[config.mk]
export PLATFORM = sky130hd
export DESIGN_NAME = stopwatch_timebase
export DESIGN_NICKNAME = d
export VERILOG_FILES = /design/src/rtl/stopwatch_timebase.sv
export SDC_FILE = /design/constraint.sdc
export NUM_CORES = 1
export LEC_CHECK = 0
export BUFFER_PORTS_ARGS = -buffer_cell sky130_fd_sc_hd__buf_2
export CORE_MARGIN = 2
export CORE_UTILIZATION = 40
export DETAILED_ROUTE_END_ITERATION = 8
export PLACE_DENSITY_LB_ADDON = 0.15
export REMOVE_ABC_BUFFERS = 1
export SYNTH_ARGS = -nofsm -noshare
export SYNTH_HDL_FRONTEND = slang
export SYNTH_SLANG_ARGS = --single-unit
[constraint.sdc]
create_clock -name clk -period 5.25 [get_ports clk]
set_clock_uncertainty 0.05 [all_clocks]
set_input_delay 0.2625 -clock clk [delete_from_list [all_inputs] [get_ports clk]]
set_output_delay 0.2625 -clock clk [all_outputs]
set_load 0.03 [all_outputs]
[src/rtl/stopwatch_timebase.sv]
// Stopwatch timebase: prescales clk to a 10 ms tick and accumulates elapsed time
// as packed BCD MM:SS.hh, with wrap or saturate behaviour at 59:59.99.
module stopwatch_timebase #(
  parameter int unsigned TICK_DIV = 500000,
  parameter bit          WRAP     = 1'b1
) (
  input  logic        clk,
  input  logic        reset,
  input  logic        clr,
  input  logic        count,
  output logic [23:0] time_bcd,
  output logic        tick,
  output logic        ovf
);

  localparam int unsigned PresW = $clog2(TICK_DIV);
  localparam logic [PresW-1:0] PresMax = PresW'(TICK_DIV - 1);
  localparam logic [23:0] TimeMax = 24'h595999;

  logic [PresW-1:0] presc_q, presc_d;
  logic [23:0]      time_q, time_d, time_inc;
  logic             tick_q, tick_d;
  logic             ovf_q, ovf_d;

  logic             carry;
  logic [3:0]       dig;
  logic [3:0]       lim;

  // Ripple a +0.01 s increment through all six digits in one cycle.
  // Digit 3 (seconds tens) and digit 5 (minutes tens) roll over at 5.
  always_comb begin
    time_inc = time_q;
    carry    = 1'b1;
    dig      = 4'd0;
    lim      = 4'd9;
    for (int i = 0; i < 6; i++) begin
      dig = time_q[4*i +: 4];
      lim = (i == 3 || i == 5) ? 4'd5 : 4'd9;
      if (carry) begin
        if (dig >= lim) begin
          time_inc[4*i +: 4] = 4'd0;
        end else begin
          time_inc[4*i +: 4] = dig + 4'd1;
          carry              = 1'b0;
        end
      end
    end
  end

  always_comb begin
    presc_d = presc_q;
    time_d  = time_q;
    tick_d  = 1'b0;
    // Wrap mode pulses ovf; saturate mode holds it until clr/reset.
    ovf_d   = WRAP ? 1'b0 : ovf_q;

    if (clr) begin
      presc_d = '0;
      time_d  = '0;
      ovf_d   = 1'b0;
    end else if (count) begin
      if (presc_q == PresMax) begin
        presc_d = '0;
        if (time_q == TimeMax) begin
          ovf_d = 1'b1;
          if (WRAP) begin
            time_d = '0;
            tick_d = 1'b1;
          end
        end else begin
          time_d = time_inc;
          tick_d = 1'b1;
        end
      end else begin
        presc_d = presc_q + PresW'(1);
      end
    end
  end

  always_ff @(posedge clk) begin
    if (reset) begin
      presc_q <= '0;
      time_q  <= '0;
      tick_q  <= 1'b0;
      ovf_q   <= 1'b0;
    end else begin
      presc_q <= presc_d;
      time_q  <= time_d;
      tick_q  <= tick_d;
      ovf_q   <= ovf_d;
    end
  end

  assign time_bcd = time_q;
  assign tick     = tick_q;
  assign ovf      = ovf_q;

endmodule

==> reports/results.tsv <==
stage	metric	value	unit
worst_setup_path	Startpoint Class	flip-flop	
clocking	Worst-path clk slew	80	ps
grt	first-pass GRT wire length	8.65	mm
power_and_ir_drop	Leakage	1.05	nW
routing	drt wl/cell	13.8	um
grt	largest net degree at the start of global routing	21	
cells_and_area	final instance area	2700	um2
worst_setup_path	reg2reg setup slack	3000	ps
sta	Final Hold Vio Count	0	
synth	post-synth top area cell	dfxtp_1	
floorplanning	Die W	81.3	um
clocking	Post CTS Setup Buffer Count	0	
flow_run	maxcap violations	0	
floorplanning	initial core utilization	40.8	%
sta	slew margin rel.	33.2	%
floorplanning	Top Ports	30	
sta	Slew Limit Fails	0	
cells_and_area	most frequent cells in the layout	dfxtp_1, nor2_1, buf_2, nand2_1, ha_1	
clocking	Clock Sinks	45	
grt	vias in the first global route	1699	
power_and_ir_drop	pwr dens	212	nW/um2
worst_setup_path	crit path kind	flip-flop to flip-flop	
synth	Post-Syn Instances	277	
worst_setup_path	CP Data Arrival Time	2420	ps
clocking	TritonCTS clock tree	built	
grt	initial antenna violation count	0	
sta	setup repair after global routing missed its margin	false	
sta	Min Clock Period, post-route	2250	ps
grt	gr usage total	17.0	%
placed_design	gpl congestion	0.768	
routing	detailed-route wire length	5.29	mm
floorplanning	# rows	28	
floorplanning	Core Area	5850	um2
cells_and_area	share of cells above drive strength 1	15.3	%
clocking	cts bufs inserted	5	
clocking	Clk Latency, worst-skew pair	290	ps
synth	Async SR Flop Fraction	0	%
worst_setup_path	Data required, critical path	5430	ps
clocking	CTS Hold Buffers Added	0	
sta	setup violators final	0	
floorplanning	die area	6610	um2
placed_design	DP Wirelength	3.73	mm
routing	Routed Antenna Nets	0	
routing	DRC	0	
power_and_ir_drop	Design Power	0.000573	W
cells_and_area	Final nets	331	
placed_design	IO Port Bufs	29	
routing	vias per std cell	5.31	
synth	Avg Cell Area, Syn	8.62	um2
synth	post-synthesis sequential area ratio	37.7	%
routing	via count	2035	
sta	Final period util	42.8	%
floorplanning	Die H	81.3	um
synth	Synth area leaders	dfxtp_1, ha_1, nor2_1, nand2_1, xnor2_1	
synth	YS warnings	0	
sta	f_max	445	MHz
cells_and_area	n_diodes	0	
power_and_ir_drop	Peak VDD IR	0.116	mV
cells_and_area	commonest non-fill, non-tap cell in the layout	dfxtp_1	
clocking	post-CTS sizing	0	
sta	Final TNS setup	0	ps
routing	DRT Pass-1 Iters	4	
clocking	Clock Path Buffers	2	
sta	worst slew pin tran	993	ps
clocking	CTS H-tree lvls	2	
synth	post-synthesis cell type count	44	
run_status	status	completed	
cells_and_area	Fillers	585	
synth	top-area cell type share of the netlist area	37.7	%
synth	prevailing post-synth register cell	dfxtp_1	
hold_path	min-delay worst type	input port to flip-flop	
grt	gr ovfl total	0	
worst_setup_path	CP Capture Type	flip-flop	
cells_and_area	Area Growth Syn to Fin	12.9	%
synth	Synth Register Bits	45	
synth	Mapped Area	2390	um2
routing	DRT iter0 DRCs	107	
clocking	Root Driver	clkbuf_8	
placed_design	area post-placement	2610	um2
synth	Post-synth EDFFs	0	
worst_setup_path	worst-path fanout max	7	
==> final cells by class <==
cell class                 instances  area, um2  share of cell area (%)
clock buffer                       7       86.3                    3.20
inverter                          17       63.8                    2.37
multi-input combinational        209       1400                    51.9
sequential                        45        901                    33.4
tap                               75       93.8                    3.48
timing repair buffer              30        153                    5.66
==> per-stage QoR <==
step	hold slack [ps]	worst slack (ps)	std cells	util [%]
floorplan	360	3070	271	-
global placement	435	2970	376	44.6
detailed placement	438	3010	376	44.6
CTS	241	2990	383	46.1
global route	282	2750	383	46.1
finish	248	3000	383	46.1
==> critical path: stages (launching register included) <==
cell and delay, ps:
dfxtp_1 390, inv_1 80, ha_1 200, o31ai_1 830
nor3_2 180, nand4_2 250, mux2i_1 200
==> sequential cells by signal (all words and copies together) (netlist names) <==
name and flops:
tick 1, time_bcd 24, ovf 1, presc_q 19
==> final timing paths <==
| path | start | end | cells past startpoint |
|---|---|---|---|
| worst max-delay path | time_bcd[9] | time_bcd[20] | 6 |
| worst min-delay path | count | presc_q[0] | 3 |
| worst max register to register | time_bcd[9] | time_bcd[20] | 6 |
| worst min register to register | time_bcd[15] | time_bcd[15] | 2 |
==> kinds of logic (layout without fill, tap and decap cells) <==
group	count (synthesis)	after routing	synth area share, %
adders and majority gates	19	19	9.95
AOI/OAI and AO/OA	30	30	7.91
DFF	45	45	37.7
and+or+nand+nor	133	133	30.3
xor gates and xnor gates	18	18	6.60
buffers and inverters	23	54	3.72
muxes	9	9	3.82
==> synth_stat cells, drive strengths merged (4+ instances only) <==
master / n
a21oi: 9
clkbuf: 4
dfxtp: 45
ha: 19
inv: 17
mux2i: 8
nand2: 29
nand3: 15
nand4: 12
nand4b: 6
nor2: 32
nor3: 13
nor4: 5
o21ai: 9
xnor2: 11
xor2: 7
==> power by group <==
group,switching (W),total [W],internal [W]
Clock,0.000113,0.000218,0.000105
Combinational,0.00000933,0.0000128,0.00000346
Sequential,0.000000777,0.000342,0.000341
==> routing by layer <==
metal | vias to the layer above | GRT usage (%) | share of wire [%]
met5 | - | 0 | 0
met4 | 0 | 5.08 | 1.3
met3 | 5 | 3.89 | 6.2
met2 | 56 | 24.3 | 42
met1 | 934 | 25.2 | 51
li1 | 1040 | - | -
Note: power is estimated with default switching activity, not from simulation.
